==> src/rtl/lane_traffic.sv <==
// Lane controller for a row of cars that share one road lane. It spawns the cars one
// after another, animates and moves them, and wraps them at the playfield edges.
// It also resolves the raster pixel and the per-player foot collisions against the active cars.
module lane_traffic #(
   parameter int NUM_CARS        = 4,
   parameter int NUM_PLAYERS     = 2,
   parameter int CAR_WIDTH       = 48,
   parameter int CAR_HEIGHT      = 26,
   parameter int MIN_X           = 100,
   parameter int MAX_X           = 739,
   parameter int TILES_PER_ANIM  = 4,
   parameter int FRAMES_PER_TILE = 5,
   parameter int MOVE_DIV        = 2
) (
   input  logic                           FrameClk,
   input  logic                           Reset,
   input  logic                           LaneEnable,
   input  logic                           FaceLeft,
   input  logic [1:0]                     Type,
   input  logic [2:0]                     Speed,
   input  logic [7:0]                     SpawnGap,
   input  logic [9:0]                     SpawnX,
   input  logic [9:0]                     SpawnY,
   input  logic [9:0]                     DrawX,
   input  logic [9:0]                     DrawY,
   input  logic [NUM_PLAYERS*10-1:0]      PX,
   input  logic [NUM_PLAYERS*10-1:0]      PY,
   input  logic [NUM_PLAYERS*5-1:0]       PHbOffset,
   output logic [NUM_PLAYERS-1:0]         PHit,
   output logic                           CarPixel,
   output logic [3:0]                     Tile,
   output logic [5:0]                     PixelX,
   output logic [4:0]                     PixelY,
   output logic [$clog2(NUM_CARS+1)-1:0]  ActiveCount
);

   localparam int IDX_W  = (NUM_CARS > 1) ? $clog2(NUM_CARS) : 1;
   localparam int CNT_W  = $clog2(NUM_CARS + 1);
   localparam int FRM_W  = (FRAMES_PER_TILE > 1) ? $clog2(FRAMES_PER_TILE) : 1;
   localparam int TILE_W = (TILES_PER_ANIM > 1) ? $clog2(TILES_PER_ANIM) : 1;
   localparam int MOV_W  = (MOVE_DIV > 1) ? $clog2(MOVE_DIV) : 1;

   localparam logic [9:0]        WIDTH10   = 10'(CAR_WIDTH);
   localparam logic [9:0]        MIN10     = 10'(MIN_X);
   localparam logic [9:0]        MAX10     = 10'(MAX_X);
   localparam logic [9:0]        LEFT_ENT  = 10'(MAX_X + 1);
   localparam logic [9:0]        RIGHT_ENT = 10'(MIN_X - CAR_WIDTH - 1);
   localparam logic [FRM_W-1:0]  FRM_LAST  = FRM_W'(FRAMES_PER_TILE - 1);
   localparam logic [TILE_W-1:0] TILE_LAST = TILE_W'(TILES_PER_ANIM - 1);
   localparam logic [MOV_W-1:0]  MOV_LAST  = MOV_W'(MOVE_DIV - 1);

   typedef enum logic [1:0] {IDLE = 2'd0, SPAWNING = 2'd1, RUNNING = 2'd2} state_t;

   state_t              state_r;
   logic [9:0]          x_r [NUM_CARS];
   logic [NUM_CARS-1:0] active_r;
   logic [7:0]          gap_r;
   logic [IDX_W-1:0]    spawn_idx_r;
   logic [FRM_W-1:0]    frame_r;
   logic [TILE_W-1:0]   tile_r;
   logic [MOV_W-1:0]    move_r;

   logic [7:0]          gap_last_s;
   logic [NUM_CARS-1:0] car_hit_s;
   logic [9:0]          sel_x_s;
   logic [9:0]          dx_s;
   logic [NUM_PLAYERS-1:0] hit_s;
   logic [CNT_W-1:0]    count_s;

   // Wrapping is decided on the pre-move X and wins over the step; all of it is modulo 1024.
   function automatic logic [9:0] step_x(input logic [9:0] x, input logic left, input logic [2:0] spd);
      logic [9:0] r;
      if (left) begin
         r = (x + WIDTH10 < MIN10) ? LEFT_ENT : x - {7'd0, spd};
      end else begin
         r = (x >= MAX10) ? RIGHT_ENT : x + {7'd0, spd};
      end
      return r;
   endfunction

   // Strict-inequality span overlap; 11 bits so edges past 1023 never alias.
   function automatic logic overlap_1d(input logic [10:0] a, input logic [10:0] wa,
                                       input logic [10:0] b, input logic [10:0] wb);
      return (a < b + wb) && (b < a + wa);
   endfunction

   // Spawn spacing: a zero gap behaves like one frame.
   always_comb begin
      gap_last_s = (SpawnGap == 8'd0) ? 8'd0 : SpawnGap - 8'd1;
   end

   // Lane FSM with the spawn, animation and movement counters.
   always_ff @(posedge FrameClk or posedge Reset) begin
      if (Reset) begin
         state_r     <= IDLE;
         active_r    <= '0;
         gap_r       <= 8'd0;
         spawn_idx_r <= '0;
         frame_r     <= '0;
         tile_r      <= '0;
         move_r      <= '0;
         for (int i = 0; i < NUM_CARS; i++) x_r[i] <= 10'd0;
      end else if (!LaneEnable) begin
         state_r     <= IDLE;
         active_r    <= '0;
         gap_r       <= 8'd0;
         spawn_idx_r <= '0;
         frame_r     <= '0;
         tile_r      <= '0;
         move_r      <= '0;
      end else begin
         if (state_r != IDLE) begin
            if (frame_r == FRM_LAST) begin
               frame_r <= '0;
               tile_r  <= (tile_r == TILE_LAST) ? '0 : tile_r + TILE_W'(1);
            end else begin
               frame_r <= frame_r + FRM_W'(1);
            end
            move_r <= (move_r == MOV_LAST) ? '0 : move_r + MOV_W'(1);
            // Only cars already active before this edge move; a spawn below overrides its slot.
            if (move_r == '0) begin
               for (int i = 0; i < NUM_CARS; i++) begin
                  if (active_r[i]) x_r[i] <= step_x(x_r[i], FaceLeft, Speed);
               end
            end
         end
         case (state_r)
            IDLE: begin
               active_r[0] <= 1'b1;
               x_r[0]      <= SpawnX;
               gap_r       <= 8'd0;
               spawn_idx_r <= IDX_W'(1);
               state_r     <= (NUM_CARS == 1) ? RUNNING : SPAWNING;
            end
            SPAWNING: begin
               if (gap_r == gap_last_s) begin
                  active_r[spawn_idx_r] <= 1'b1;
                  x_r[spawn_idx_r]      <= SpawnX;
                  gap_r                 <= 8'd0;
                  if (spawn_idx_r == IDX_W'(NUM_CARS - 1)) state_r <= RUNNING;
                  else spawn_idx_r <= spawn_idx_r + IDX_W'(1);
               end else begin
                  gap_r <= gap_r + 8'd1;
               end
            end
            RUNNING: state_r <= RUNNING;
            default: state_r <= IDLE;
         endcase
      end
   end

   // Raster hit test, lowest-index car wins, plus per-player foot collisions.
   always_comb begin
      car_hit_s = '0;
      sel_x_s   = 10'd0;
      hit_s     = '0;
      count_s   = '0;
      for (int i = 0; i < NUM_CARS; i++) begin
         car_hit_s[i] = active_r[i]
                      & overlap_1d({1'b0, DrawX}, 11'd1, {1'b0, x_r[i]}, 11'(CAR_WIDTH))
                      & overlap_1d({1'b0, DrawY}, 11'd1, {1'b0, SpawnY}, 11'(CAR_HEIGHT));
         count_s = count_s + CNT_W'(active_r[i]);
         for (int p = 0; p < NUM_PLAYERS; p++) begin
            hit_s[p] = hit_s[p] | (active_r[i]
               & overlap_1d({1'b0, PX[10*p +: 10]} + {6'd0, PHbOffset[5*p +: 5]}, 11'd16,
                            {1'b0, x_r[i]}, 11'(CAR_WIDTH))
               & overlap_1d({1'b0, PY[10*p +: 10]} + 11'd30, 11'd1,
                            {1'b0, SpawnY} + 11'(CAR_HEIGHT - 16), 11'd16));
         end
      end
      for (int i = NUM_CARS - 1; i >= 0; i--) begin
         sel_x_s = car_hit_s[i] ? x_r[i] : sel_x_s;
      end
      dx_s = DrawX - sel_x_s;
   end

   assign CarPixel    = |car_hit_s;
   assign PixelX      = !CarPixel ? 6'd0 : (FaceLeft ? dx_s[5:0] : 6'(CAR_WIDTH - 1) - dx_s[5:0]);
   assign PixelY      = CarPixel ? 5'(DrawY - SpawnY) : 5'd0;
   assign PHit        = LaneEnable ? hit_s : '0;
   assign Tile        = 4'(int'(Type) * TILES_PER_ANIM + int'(tile_r));
   assign ActiveCount = count_s;

endmodule

==> config.mk <==
export PLATFORM = sky130hd
export DESIGN_NAME = lane_traffic
export DESIGN_NICKNAME = d
export VERILOG_FILES = /design/src/rtl/lane_traffic.sv
export SDC_FILE = /design/constraint.sdc
export NUM_CORES = 1
export LEC_CHECK = 0
export BUFFER_PORTS_ARGS = -buffer_cell sky130_fd_sc_hd__buf_2
export CORE_MARGIN = 5
export CORE_UTILIZATION = 25
export DETAILED_ROUTE_END_ITERATION = 10
export GPL_TIMING_DRIVEN = 0
export PLACE_DENSITY = 0.37
export SLEW_MARGIN = 25
export SYNTH_ARGS = -nofsm -noshare
export SYNTH_HDL_FRONTEND = slang
export SYNTH_SLANG_ARGS = --single-unit
==> constraint.sdc <==
create_clock -name FrameClk -period 14.65 [get_ports FrameClk]
set_clock_uncertainty 0.2 [all_clocks]
set_input_delay 2.93 -clock FrameClk [delete_from_list [all_inputs] [get_ports FrameClk]]
set_output_delay 2.93 -clock FrameClk [all_outputs]
set_load 0.05 [all_outputs]
Word-level counts from Yosys, hierarchy flattened
Cells that the tools add are included.
Cells by class
  $add $sub $neg: 42
  $lt $le $gt $ge: 42
  equality and inequality tests: 14
  mux-type cells: 61
  bitwise gates (word level): 32
  reduce and logical (&&, ||, !) cells: 26
Operator list (number)
  < comparator 10 x 11 -> 1 bit: 18
  2-to-1 mux 10 bit: 17
  2-to-1 mux 40 bit: 4
  < comparator 11 bit: 12
  adder 10 x 6 -> 11 bit (second input constant): 4
  adder 10 x 3 -> 10 bit: 4
  adder 10 x 6 -> 10 bit (second input constant): 4
  bitwise mux 40 bit: 1
  >= comparator 10 bit (second input constant): 4
  < comparator 10 x 7 -> 1 bit (second input constant): 4
  subtractor 10 x 3 -> 10 bit: 4
  2-to-1 mux 6 bit: 6
  adder 10 x 5 -> 11 bit (second input constant): 3
  adder 11 x 5 -> 11 bit (second input constant): 3
  2-to-1 mux 30 bit: 1
  bitwise AND 1 bit: 24
  2-to-1 mux 8 bit: 3
  adder 10 x 1 -> 11 bit (second input constant): 2
  adder 10 x 5 -> 11 bit: 2
  adder 11 x 1 -> 11 bit (second input constant): 2
  2-to-1 mux 2 bit: 11
  demux 10 bit (select 2 bit): 1
  case mux 10 bit (2 select lines): 1
  logical AND 1 bit: 17
  other kinds (42): 65
Storage, ports and cells
  flip-flop bits (word level): 62
  input bits: 107
  word-level logic and storage cells: 229

Logic depth before layout (Yosys ltp)
  word-level depth: 13
  mapped depth: 27

Worst setup path after synthesis
Ideal clock, no wire load.
  path kind: input-to-output
  from: input SpawnY[1]
  to: output PixelX[5]
  data arrival time: 8.193 ns
  data required time: 11.520 ns
  setup slack: 3.327 ns
  stages on the path: 25
  cells stage by stage: ha_1 > or2_0 > o21ai_0 > nor2_1 > xnor2_1 > ha_1 > a2111o_1 > o32ai_1 > nor2_1 > a22oi_1 > o2111a_1 > clkbuf_1 > a21oi_1 > a22o_1 > ha_1 > fa_1 > nor2b_1 > o21ai_0 > mux2_2 > a22oi_1 > nor2_1 > a21oi_1 > xnor2_1 > nand2_1 > mux2i_1
On the way
  longest elaborated chain between the ends: 12
Ends and longest elaborated chain
  from (decl): line 23  | input logic [9:0] SpawnY,
  adder 10 x 5 -> 11 bit: line 84  | return (a < b + wb) && (b < a + wa);
  < comparator 10 x 11 -> 1 bit: line 84
  logical AND 1 bit (*): line 84
  bitwise AND 1 bit: line 161  | & overlap_1d({1'b0, DrawY}, 11'd1, {1'b0, SpawnY}, 11'(CAR_HEIGHT));
  2-to-1 mux 6 bit (4 in a row): line 172  | sel_x_s = car_hit_s[i] ? x_r[i] : sel_x_s;
  subtractor 6 bit: line 174  | dx_s = DrawX - sel_x_s;
  subtractor 6 bit: line 178  | assign PixelX = !CarPixel ? 6'd0 : (FaceLeft ? dx_s[5:0] : 6'(CAR_WIDTH - 1) - dx_s[5:0]);
  2-to-1 mux 6 bit: line 178
  2-to-1 mux 6 bit (*): line 178
  to (decl): line 32  | output logic [5:0] PixelX,
Every way passes the cells marked *; elsewhere a longest branch is shown, timed or not.

Final worst setup path
  from: input DrawX[0]
  to: output PixelX[5]
On the way
  longest elaborated chain between the ends: 13
Ends and longest elaborated chain
  from (decl): line 24  | input logic [9:0] DrawX,
  adder 10 x 1 -> 11 bit: line 84
  < comparator 10 x 11 -> 1 bit: line 84
  logical AND 1 bit: line 84
  bitwise AND 1 bit: line 160  | & overlap_1d({1'b0, DrawX}, 11'd1, {1'b0, x_r[i]}, 11'(CAR_WIDTH))
  bitwise AND 1 bit: line 161
  2-to-1 mux 6 bit (4 in a row): line 172
  subtractor 6 bit: line 174
  subtractor 6 bit: line 178
  2-to-1 mux 6 bit: line 178
  2-to-1 mux 6 bit (*): line 178
Marked as above.

==> results.md <==
* Status: complete, no violations
* Worst slew pin tran at 1.08 ns
* DP Wirelength at 53500 µm
* Tightest slew margin relative to the limit at 0.275
* Crit-path max FO at 10
* Buffer levels on the longest clock path at 2
* Tot Pwr at roughly 1.7 mW
* Count of yosys warnings during synthesis at 0
* Number of buffers created by CTS at 9
* Full die area at around 66000 µm²
* Largest net degree at the start of global routing at 35
* CTS sink count at 62
* Via count at 15100
* CP Data Required Time at 11.52 ns
* Critical path launch point type: input pin
* Type of the worst setup path: in -> out
* Overall die width at 256 µm
* Worst VDD drop at 79.1 µV
* Commonest cells post-synth: sky130_fd_sc_hd__ha_1 (360), sky130_fd_sc_hd__nor2_1 (158), sky130_fd_sc_hd__inv_1 (132), sky130_fd_sc_hd__o21ai_0 (127), sky130_fd_sc_hd__a21oi_1 (126)
* Setup_tns at 0 ns
* Routed Antenna Nets at 0
* Final hold slack at 0.336 ns
* GRT Total Usage at 0.186
* Maximum clock frequency at 80.2 MHz
* Post-cts repair resize count at 0
* Ratio of total power to cell area at 101 nW/µm²
* Diodes inserted at 0
* Most used DFF post-synth: sky130_fd_sc_hd__dfrtp_1
* Routability-driven placement congestion ratio at 0.898
* Critical path capture point type: primary output
* Final setup viols at 0
* Start point of the worst min-delay path: spawn_idx_r[0]$_DFFE_PP0P_
* H-tree lvl count at 3
* Syn_area_per_cell at 7.93 µm²
* Clock edge transition at the registers on the reported setup and hold paths at about 0.05 ns
* Routed via count divided by cell count at approximately 5.3
* First-pass GRT wire length at 94800 µm
* Count of input and output buffers at 124
* Crit path arrival time at 9.34 ns
* Max-cap violations at 0
* GRT overflow at 0
* Post-route design area at 17100 µm²
* RSZ-0062 raised after global routing: false
* Top-count cell post-synth: sky130_fd_sc_hd__ha_1
* Synth cell types at 84
* Portion of the clock cycle consumed by the worst path in the final layout at 0.852
* Number of search-and-repair iterations in the first detailed-routing pass at 5
* Clk root buf: sky130_fd_sc_hd__clkbuf_16
* Cell with the largest stage delay on the worst path: sky130_fd_sc_hd__clkbuf_1
* Start of the worst register-to-register path: x_r[34]$_DFFE_PP0P_
* Number of violations reported at the end of detailed-routing iteration 0 at 958
* Post-CTS setup-driven buffer insertion count at 0
* Die Y at 256 µm
* Number of antenna violations at the first check in global routing at 1
* Number of filler instances in the final layout at about 6600
* Type of the worst min-delay path: reg -> reg
* Portion of the post-synthesis area used by sequential elements at 0.102
* Final Hold Viols at 0
* Final Instance Count excl. Fillers at 2834
* Final wirelength at 63800 µm
* Async set-reset flop share out of synthesis at 1.00
* P&R area growth vs syn at 12.8%
* Number of nets in the final layout at 2528
* Initial Util at 0.252
* Number of enable flip-flop cells after synthesis at 0
* Max-slew violation count at 0
* Worst setup path start: DrawX[0]
* Hold buffer count at CTS at 0
* Core ar. at between 60000 and 70000 µm²
* Vias in the first global route at approximately 15000
* Proportion of netlist area held by the largest area contributor at 0.297
* Fraction of layout instances using a drive strength above 1 at 0.0882
* Skew-Pair Late Insertion Delay at approximately 0.35 ns
* Leakage component of the power at around 7.9 nW
* Number of top-level pins at around 130
* Number of flip-flops and latches in the synthesized netlist at 62
* Area of the mapped netlist at 15200 µm²
* Cell taking the most area after synthesis: sky130_fd_sc_hd__ha_1
* TritonCTS clock tree: yes
* Count of mapped cells out of synthesis at 1911
* Mapped Nets at around 2400
* Largest stage delay on the critical path at 0.50 ns
* Standard-cell row count at 90
* Placed instance area at between 15000 and 20000 µm²
* Remaining DRCs at 0
* Cell count after placement at 2819
* Top area cells in the synthesized netlist: sky130_fd_sc_hd__ha_1 (30%), sky130_fd_sc_hd__dfrtp_1 (10%), sky130_fd_sc_hd__xnor2_1 (4.4%), sky130_fd_sc_hd__o21ai_0 (4.2%), sky130_fd_sc_hd__a21oi_1 (4.2%)
* Final critical delay including setup and external delays at 12.47 ns
* Routed wire length per instance at around 23 µm
-- final cells by class --
| cell class | count | area, µm² | share of cell area |
|---|---|---|---|
| buffer | 62 | 265 | 0.0155 |
| clock buffer | 11 | 243 | 0.0142 |
| clock inverter | 4 | 47.5 | 0.00278 |
| inverter | 132 | 498 | 0.0291 |
| multi-input combinational | 1655 | 12900 | 0.753 |
| sequential | 62 | 1550 | 0.0907 |
| tap | 782 | 978 | 0.0572 |
| timing repair buffer | 126 | 648 | 0.0379 |
-- registers in the layout, summed over array words and instances (netlist names) --
signal       flops
x_r             40
gap_r            8
active_r         4
frame_r          3
spawn_idx_r      2
state_r          2
tile_r           2
move_r           1
-- cells by family after synthesis --
group / synth area share
AND/OR/NAND/NOR: 0.173
XOR/XNOR: 0.0751
multiplexers: 0.00932
AO/OA/AOI/OAI: 0.276
flip-flops: 0.102
buffers and inverters: 0.0501
adder cells (fa/ha/maj): 0.314
-- metrics by stage --
stage	util	worst slack, ns
finish	0.284	2.18
global route	0.284	1.75
CTS	0.284	2.18
detailed placement	0.279	2.19
global placement	0.278	2.23
floorplan	-	3.33
-- power by group --
group          switching [mW]  internal (mW)
clock                  0.0854          0.135
sequential             0.0900          0.203
combinational           0.763          0.451
-- worst paths after layout --
kind	to	slack (ns)	cells after the start
hold / removal	spawn_idx_r[0]$_DFFE_PP0P_	0.34	1
hold reg to reg	spawn_idx_r[0]$_DFFE_PP0P_	0.34	1
max in group asynchronous	x_r[0]$_DFFE_PP0P_	11.32	3
setup / recovery	PixelX[5]	2.18	26
min in group asynchronous	state_r[0]$_DFFE_PP0P_	2.37	2
setup reg to reg	x_r[33]$_DFFE_PP0P_	10.15	11
-- routing by layer --
metal	GRT usage	wire, µm	vias to the layer above
met3	0.0140	2040	82
li1	-	-	7396
met5	0	0	-
met1	0.255	30300	7267
met4	0.0564	1840	0
met2	0.315	29600	341
-- critical path: cells and delay by family --
kind                     cells  cell delay, ns
adder cells (fa/ha/maj)      3            0.77
AO/OA/AOI/OAI                9            2.50
XOR/XNOR                     2            0.57
multiplexers                 2            0.51
AND/OR/NAND/NOR              7            1.14
buffers and inverters        3            0.92
-- placed cells by master, fill, tap and decap left out, types with 14 or more instances in the layout --
cell and n:
sky130_fd_sc_hd__inv_1 131, sky130_fd_sc_hd__a221o_1 14, sky130_fd_sc_hd__a221oi_1 14, sky130_fd_sc_hd__clkbuf_1 48, sky130_fd_sc_hd__a211o_1 15, sky130_fd_sc_hd__a211oi_1 35, sky130_fd_sc_hd__buf_2 128, sky130_fd_sc_hd__nor2_1 158
sky130_fd_sc_hd__nand3_1 51, sky130_fd_sc_hd__nand2_1 104, sky130_fd_sc_hd__o21a_1 28, sky130_fd_sc_hd__o21ai_0 127, sky130_fd_sc_hd__ha_1 360, sky130_fd_sc_hd__nand2b_1 29, sky130_fd_sc_hd__xnor2_1 76, sky130_fd_sc_hd__and3_1 17
sky130_fd_sc_hd__a21o_1 58, sky130_fd_sc_hd__nor3_1 48, sky130_fd_sc_hd__dfrtp_1 62, sky130_fd_sc_hd__xor2_1 54, sky130_fd_sc_hd__o211ai_1 25, sky130_fd_sc_hd__nor2b_1 17, sky130_fd_sc_hd__a22oi_1 19, sky130_fd_sc_hd__a31oi_1 21
sky130_fd_sc_hd__a21oi_1 126
Note: power is estimated with default switching activity, not from simulation.
